==> config.mk <==
export PLATFORM = sky130hd
export DESIGN_NAME = chain_max_select
export DESIGN_NICKNAME = d
export VERILOG_FILES = /design/src/rtl/chain_max_select.sv
export SDC_FILE = /design/constraint.sdc
export NUM_CORES = 1
export LEC_CHECK = 0
export BUFFER_PORTS_ARGS = -buffer_cell sky130_fd_sc_hd__buf_2
export CAP_MARGIN = 20
export CORE_MARGIN = 3
export CORE_UTILIZATION = 47
export DETAILED_ROUTE_END_ITERATION = 10
export HOLD_SLACK_MARGIN = 0.06
export PLACE_DENSITY = 0.73
export SYNTH_ARGS = -nofsm -noshare
export SYNTH_HDL_FRONTEND = slang
export SYNTH_SLANG_ARGS = --single-unit
==> constraint.sdc <==
create_clock -name clk -period 4.7 [get_ports clk]
set_input_delay 0.47 -clock clk [delete_from_list [all_inputs] [get_ports clk]]
set_output_delay 0.47 -clock clk [all_outputs]
set_load 0.01 [all_outputs]
==> src/rtl/chain_max_select.sv <==
// Chaining-DP reduction: f(i) = max(init, max_j sat(f(j)+score(i,j))) with best-predecessor tracking.
// Optional feature: define CHAIN_SKIP_EN to stop evaluating after MAX_SKIP consecutive non-improving beats.
module chain_max_select #(
    parameter int IDX_W    = 16,
    parameter int CNT_W    = 7,
    parameter int MAX_SKIP = 25
) (
    input  logic             clk,
    input  logic             reset,
    input  logic             start_valid,
    output logic             start_ready,
    input  logic [31:0]      start_init,
    input  logic [CNT_W-1:0] start_npred,
    input  logic             score_valid,
    input  logic [31:0]      score,
    input  logic [31:0]      pred_f,
    input  logic [IDX_W-1:0] pred_idx,
    output logic             out_valid,
    input  logic             out_ready,
    output logic [31:0]      out_f,
    output logic [IDX_W-1:0] out_pred,
    output logic             out_has_pred,
    output logic             err
);

    typedef enum logic [1:0] {IDLE, ACCUM, OUT} state_t;

    state_t             state, state_nxt;
    logic signed [31:0] best;
    logic [IDX_W-1:0]   pred;
    logic               has_pred;
    logic [CNT_W-1:0]   remaining;
    logic               err_q;

    logic signed [32:0] sum;
    logic signed [31:0] cand;
    logic               beat, improve, eval_en;

    assign sum  = {pred_f[31], pred_f} + {score[31], score};
    assign beat = (state == ACCUM) && score_valid;

    // The two top bits of the 33-bit sum disagree exactly when the 32-bit result overflowed.
    always_comb begin
        case (sum[32:31])
            2'b01:   cand = 32'sh7FFF_FFFF;
            2'b10:   cand = 32'sh8000_0000;
            default: cand = sum[31:0];
        endcase
    end

`ifdef CHAIN_SKIP_EN
    localparam int SKIP_W = (MAX_SKIP < 1) ? 1 : $clog2(MAX_SKIP + 1);
    logic [SKIP_W-1:0] skip;

    assign eval_en = (skip < SKIP_W'(MAX_SKIP));

    always_ff @(posedge clk or negedge reset) begin
        if (!reset)
            skip <= '0;
        else if (state == IDLE && start_valid)
            skip <= '0;
        else if (beat && eval_en)
            skip <= improve ? '0 : skip + SKIP_W'(1);
    end
`else
    assign eval_en = 1'b1;
`endif

    assign improve = eval_en && (cand > best);

    always_ff @(posedge clk or negedge reset) begin
        if (!reset) state <= IDLE;
        else        state <= state_nxt;
    end

    always_comb begin
        state_nxt = state;
        case (state)
            IDLE:    if (start_valid) state_nxt = (start_npred != '0) ? ACCUM : OUT;
            ACCUM:   if (beat && remaining == CNT_W'(1)) state_nxt = OUT;
            OUT:     if (out_ready) state_nxt = IDLE;
            default: state_nxt = IDLE;
        endcase
    end

    always_ff @(posedge clk or negedge reset) begin
        if (!reset) begin
            best      <= '0;
            pred      <= '1;
            has_pred  <= 1'b0;
            remaining <= '0;
        end else if (state == IDLE && start_valid) begin
            best      <= start_init;
            pred      <= '1;
            has_pred  <= 1'b0;
            remaining <= start_npred;
        end else if (beat) begin
            remaining <= remaining - CNT_W'(1);
            if (improve) begin
                best     <= cand;
                pred     <= pred_idx;
                has_pred <= 1'b1;
            end
        end
    end

    // Beats outside ACCUM have no anchor to belong to; flag and drop them.
    always_ff @(posedge clk or negedge reset) begin
        if (!reset)                            err_q <= 1'b0;
        else if (score_valid && state != ACCUM) err_q <= 1'b1;
    end

    assign start_ready  = (state == IDLE);
    assign out_valid    = (state == OUT);
    assign out_f        = best;
    assign out_pred     = pred;
    assign out_has_pred = has_pred;
    assign err          = err_q;

endmodule

Word-level counts from Yosys, hierarchy flattened
Cells that the tools add are included.
{"block": "totals", "inputBits": 124, "register_bits": 59, "memories": 0, "mem_bits_ro": 0, "latchBits": 0, "word_cells": 45, "ram_bits": 0, "out_inout_bits": 52}
{"block": "op_classes", "mul": 0, "n_mux": 17, "add_sub_neg": 2, "div": 0, "reduce_logical": 10, "magnitude_cmp": 1, "eq_ne": 9, "n_shift": 0, "bitwise": 0}
{"operator": "32-bit two-way mux", "n": 3}
{"operator": "32-bit case mux with 2 select lines", "n": 1}
{"operator": "16-bit two-way mux", "n": 3}
{"operator": "32-bit by 32-bit adder with 33-bit output", "n": 1}
{"operator": "32-bit > comparator", "n": 1}
{"operator": "7-bit two-way mux", "n": 2}
{"operator": "2-bit two-way mux", "n": 4}
{"operator": "7-bit by 1-bit equality test with 1-bit output (second input constant)", "n": 1}
{"operator": "7-bit nonzero test", "n": 1}
{"operator": "7-bit by 1-bit subtractor with 7-bit output (second input constant)", "n": 1}
{"operator": "2-bit by 1-bit != test with 1-bit output (second input constant)", "n": 3}
{"operator": "2-bit case mux with 3 select lines", "n": 1}
{"operator": "2-bit by 1-bit equality test with 1-bit output (second input constant)", "n": 2}
{"operator": "2-bit equality test (second input constant)", "n": 2}
{"operator": "1-bit logical AND", "n": 4}
{"operator": "2-bit nonzero test", "n": 2}
{"operator": "1-bit two-way mux", "n": 3}
{"operator": "3-bit AND reduction", "n": 1}
{"operator": "2-bit logical NOT", "n": 1}
{"operator": "2-bit != test (second input constant)", "n": 1}
{"operator": "2-bit AND reduction", "n": 1}

Longest topological paths before layout
{"block": "logic_depth", "depth_word": 7, "depth_mapped": 28, "depth_no_buf": 24}

Worst setup path after synthesis
OpenSTA, ideal clock, no wires.
{"block": "synth_timing", "path_kind": "input port to flip-flop", "startpoint": "in score[0]", "endpoint": "reg best[16], in the netlist out_f[16]", "arrival_time_ns": 5.625, "setup_time_ns": 0.126, "path_buffers": 4, "stages": 24, "required_time_ns": 4.574, "slack_ns": -1.051, "path_cell_list": "ha_1 fa_1 a211oi_2 nor3_1 o2111ai_1 nand2_1 a211o_1 nor2_1 a21oi_1 ha_1 clkbuf_1 clkbuf_1 clkbuf_1 a21oi_1 ha_1 a21o_1 a21o_1 a221oi_1 o211ai_1 a21oi_1 mux2_2 and2_1 clkbuf_1 a221o_1"}
{"block": "synth_via", "elab_chain_cells": 6, "elab_cells_between_ends": 10, "classes_between": "add/sub (1); order compare (1); eq/ne (2); mux (4); reduce/logical (2)"}
{"element": "from (decl)", "line": "15", "source": "input logic [31:0] score,"}
{"element": "32-bit by 32-bit adder with 33-bit output *", "line": "39", "source": "assign sum = {pred_f[31], pred_f} + {score[31], score};"}
{"element": "2-bit equality test / 2-bit by 1-bit equality test with 1-bit output (equally long branches)", "line": "44", "source": "case (sum[32:31])"}
{"element": "32-bit case mux with 2 select lines *", "line": "44"}
{"element": "32-bit > comparator / 32-bit two-way mux (equally long branches)", "line": "69, 99"}
{"element": "2-bit nonzero test (no source line) / 32-bit two-way mux (equally long branches)"}
{"element": "2-bit AND reduction (no source line) / 32-bit two-way mux (equally long branches)"}
{"element": "to (signal assigned)", "line": "93", "source": "best <= start_init;"}
{"element": "to (signal assigned)", "line": "100", "source": "best <= cand;"}
{"element": "to (decl)", "line": "29", "source": "logic signed [31:0] best;"}
Mark *: on every way between the ends. The rest lies on a longest branch, timed or not. The select of a mux whose other input is x is not followed.
A chain may end at the register's enable or synchronous reset.

Worst setup path after layout
{"block": "layout_timing", "startpoint": "in score[0]", "endpoint": "reg best[13], in the netlist out_f[13]"}
Same word-level chain as after synthesis.

==> results by group <==
Run status
  – Status: complete, but fails checks
  – Failing checks: negative setup slack

Timing
  – RSZ-0062 raised after global routing: yes
  – Final Max Slew Viols: 0
  – Final WS setup: -815 ps
  – Clk_skew: 12.2 ps
  – Worst Tran Pin Value: 753 ps
  – Final setup violation count: 49
  – Crit share post-route: 117%
  – Final Critical Period: 5520 ps
  – Count of final hold-check violations: 0
  – Upper clock frequency limit: 181 MHz
  – Relative slew slack: 48.5%

Final layout
  – Post-route core utilization: 78.4%
  – Final #Nets: 1199
  – Most frequent cells in the layout: buf_2 (173), buf_4 (150), a21oi_1 (69)
  – Most common cell after layout, fill and taps aside: buf_2
  – Non-filler cells in the finished layout: 1156
  – Area grow syn2layout: 59.9%
  – Layout cells sized above 1: 48.9%

Detailed routing
  – Drt pass-1 iters: 7
  – Routed vias: 7124
  – Vias per cell: 6.16
  – # DRC: 0
  – Routed WL per cell: 19.7 um
  – Antenna violation net count after detailed routing: 0
  – Final WL: 22800 um
  – Number of DRC markers in iteration 0: 664

Hold path
  – Hold WC Path Type: in2async

Synth
  – Syn. warnings: 0
  – Flops & latches, synth: 59
  – Mapped Area: 5690 um^2
  – Gate Count Post-Synth: 688
  – Main combinational cell family by area after synthesis: compound AO/OA/AOI/OAI gates
  – Distinct cells, synth: 63
  – Simple-gate area share of the yosys netlist: 13.6%
  – Mean area per synthesized cell: 8.27 um^2
  – Sequential area share after synthesis: 26.3%
  – Synth Area in XOR/XNOR: 4.46%
  – Post-synthesis adder-cell area fraction: 15.1%
  – Async S/R FF share, synth: 100%
  – Net count after synthesis: 880
  – Post-synth EDFFs: 0
  – Top_reg_cell synth: dfrtp_1
  – Post-synthesis compound-gate area fraction: 32.4%
  – Post-synthesis mux area share: 0.747%

Placement
  – I/O Buffers: 175
  – Post-DP HPWL: 15000 um
  – Dpl cells: 1095
  – GPL Wtd Cong: 0.959

Setup path
  – WS Path Type: in2reg
  – Worst-path maximum fanout: 8
  – Crit path DAT: 5720 ps
  – CP endpoint kind: flip-flop
  – Startpoint Class: primary input
  – Crit path required time: 4910 ps

Clock tree
  – Worst-path clk slew: 50 ps
  – CTS tree: yes
  – Worst-case clock buffer depth: 2
  – Worst-Skew Late Latency: 340 ps
  – Clk root buf: clkbuf_16
  – CTS H-tree lvls: 3
  – CTS buffer count: 9
  – CTS sink cnt: 59
  – # hold bufs at CTS: 0

Floorplanning
  – Row cnt: 39
  – Total core area: 11600 um^2
  – Die width: 116 um
  – Initial cell density of the core: 49.0%
  – Die ar.: 13500 um^2
  – I/O pin count: 176
  – Die Height: 116 um

Job
  – Max Cap Viol: 0

Global routing
  – GRT Overall Usage: 31.0%
  – Number of global-route vias before repair: 6773
  – Overflow after GRT: 0
  – First-pass GRT wire length: 33200 um
  – Pin count of the biggest net entering global routing: 60
  – Initial antenna violation count: 0

Power and ir drop
  – Peak supply drop: 0.000315 V
  – Pwr dens: 643 nW/um^2
  – Leak: 4.39 nW
[cell usage after synthesis, types with 4 or more instances]
cell / instances / area (um^2)
o221ai_1: 5 / 43.8
buf_6: 5 / 56.3
dfrtp_1: 43 / 1080
o21ai_0: 23 / 115
a221o_1: 33 / 330
o211ai_1: 11 / 82.6
nand2b_1: 4 / 25.0
nor2_1: 56 / 210
buf_2: 13 / 65.1
dfstp_2: 16 / 420
nor2b_1: 5 / 31.3
nor3_1: 8 / 40.0
o22ai_1: 5 / 31.3
a211oi_1: 30 / 225
inv_1: 53 / 199
ha_1: 67 / 838
clkbuf_1: 21 / 78.8
a21oi_1: 97 / 485
a21o_1: 17 / 128
nor4_1: 7 / 43.8
and2_1: 4 / 25.0
xor2_1: 19 / 166
a21boi_0: 6 / 45.0
xnor2_1: 10 / 87.6
nand2_1: 47 / 176
nand4_1: 19 / 119
[cell families (layout without fill, tap and decap cells)]
| group | count (synthesis) | after routing |
|---|---|---|
| muxes | 4 | 5 |
| DFF | 59 | 59 |
| and+or+nand+nor | 166 | 169 |
| AOI/OAI and AO/OA | 265 | 265 |
| other | 0 | 1 |
| buffers and inverters | 97 | 417 |
| xor gates and xnor gates | 29 | 29 |
| adders and majority gates | 68 | 68 |
[area by class of cell]
cell class / count / area (um^2)
Antenna cell: 1 / 2.50
Clock buffer: 13 / 270
Clock inverter: 3 / 68.8
Fill cell: 764 / 2510
Inverter: 53 / 201
Multi-Input combinational cell: 536 / 4380
Sequential cell: 59 / 1500
Tap cell: 143 / 179
Timing Repair Buffer: 348 / 2510
[path summary, 6_finish.rpt]
| path | slack [ps] | to | cells past startpoint | startpoint |
|---|---|---|---|---|
| worst max register to register | 1850 | out_f[13] | 10 | out_f[21] |
| worst min-delay path | 280 | out_f[7] | 2 | reset |
| max in group asynchronous | 3880 | remaining[3] | 2 | reset |
| worst min register to register | 510 | state[0] | 1 | state[1] |
| worst max-delay path | -820 | out_f[13] | 27 | score[0] |
| min in group clk | 350 | out_f[31] | 3 | start_init[31] |
[layer usage]
layer	GRT usage (%)	share of wire, %	wire (um)
met1	39.0	39	8860
met2	52.7	48	10900
met3	4.28	8.3	1890
met4	13.8	5.1	1170
met5	0	0	0
[state kept, by name, summed over array words and instances (netlist names)]
signal	count
out_f	32
out_has_pred	1
remaining	7
err	1
state	2
out_pred	16
[stage by stage]
stage          cell area, um^2  power, mW  setup WS (ps)  TNS (ps)  hold slack [ps]
2_1_floorplan             5980       2.96           -756    -35000              174
3_3_place_gp              7730       3.70           -879    -41530              433
3_5_place_dp              7730       3.84          -1100    -50270              444
4_1_cts                   8770       5.36           -486    -21290              320
5_1_grt                   9100       6.15           -982    -44800              336
6_report                  9100       5.85           -815    -36670              277
[critical path, stage by stage]
cell and delay [ps]:
buf_8 100, ha_4 150, fa_2 400, a211oi_4 280, nor3_2 80, o2111ai_2 240, nand2_1 100, a211o_1 320
nor2_1 110, a21oi_1 60, ha_2 300, buf_6 130, buf_6 120, nand2_4 60, nor2_1 40, a311o_1 310
or3_4 370, inv_4 80, ha_4 200, a21o_1 200, a21o_1 200, a21oi_2 140, o211ai_1 120, a21oi_2 200
mux2_4 380, and2_4 210, a221o_1 340
[power by group]
group | total [mW] | switching (mW) | internal, mW
clock | 0.751 | 0.243 | 0.509
combinational | 4.11 | 2.14 | 1.97
sequential | 0.991 | 0.197 | 0.794
total | 5.85 | 2.58 | 3.27
[timing repair]
item,4_1_cts,5_1_grt
endpoints found under the setup margin,49,49
pin swaps,29,36
gates resized for setup,78,38
cloned,12,0
setup buffers,17,14
Power figures use the tool's default switching activity.
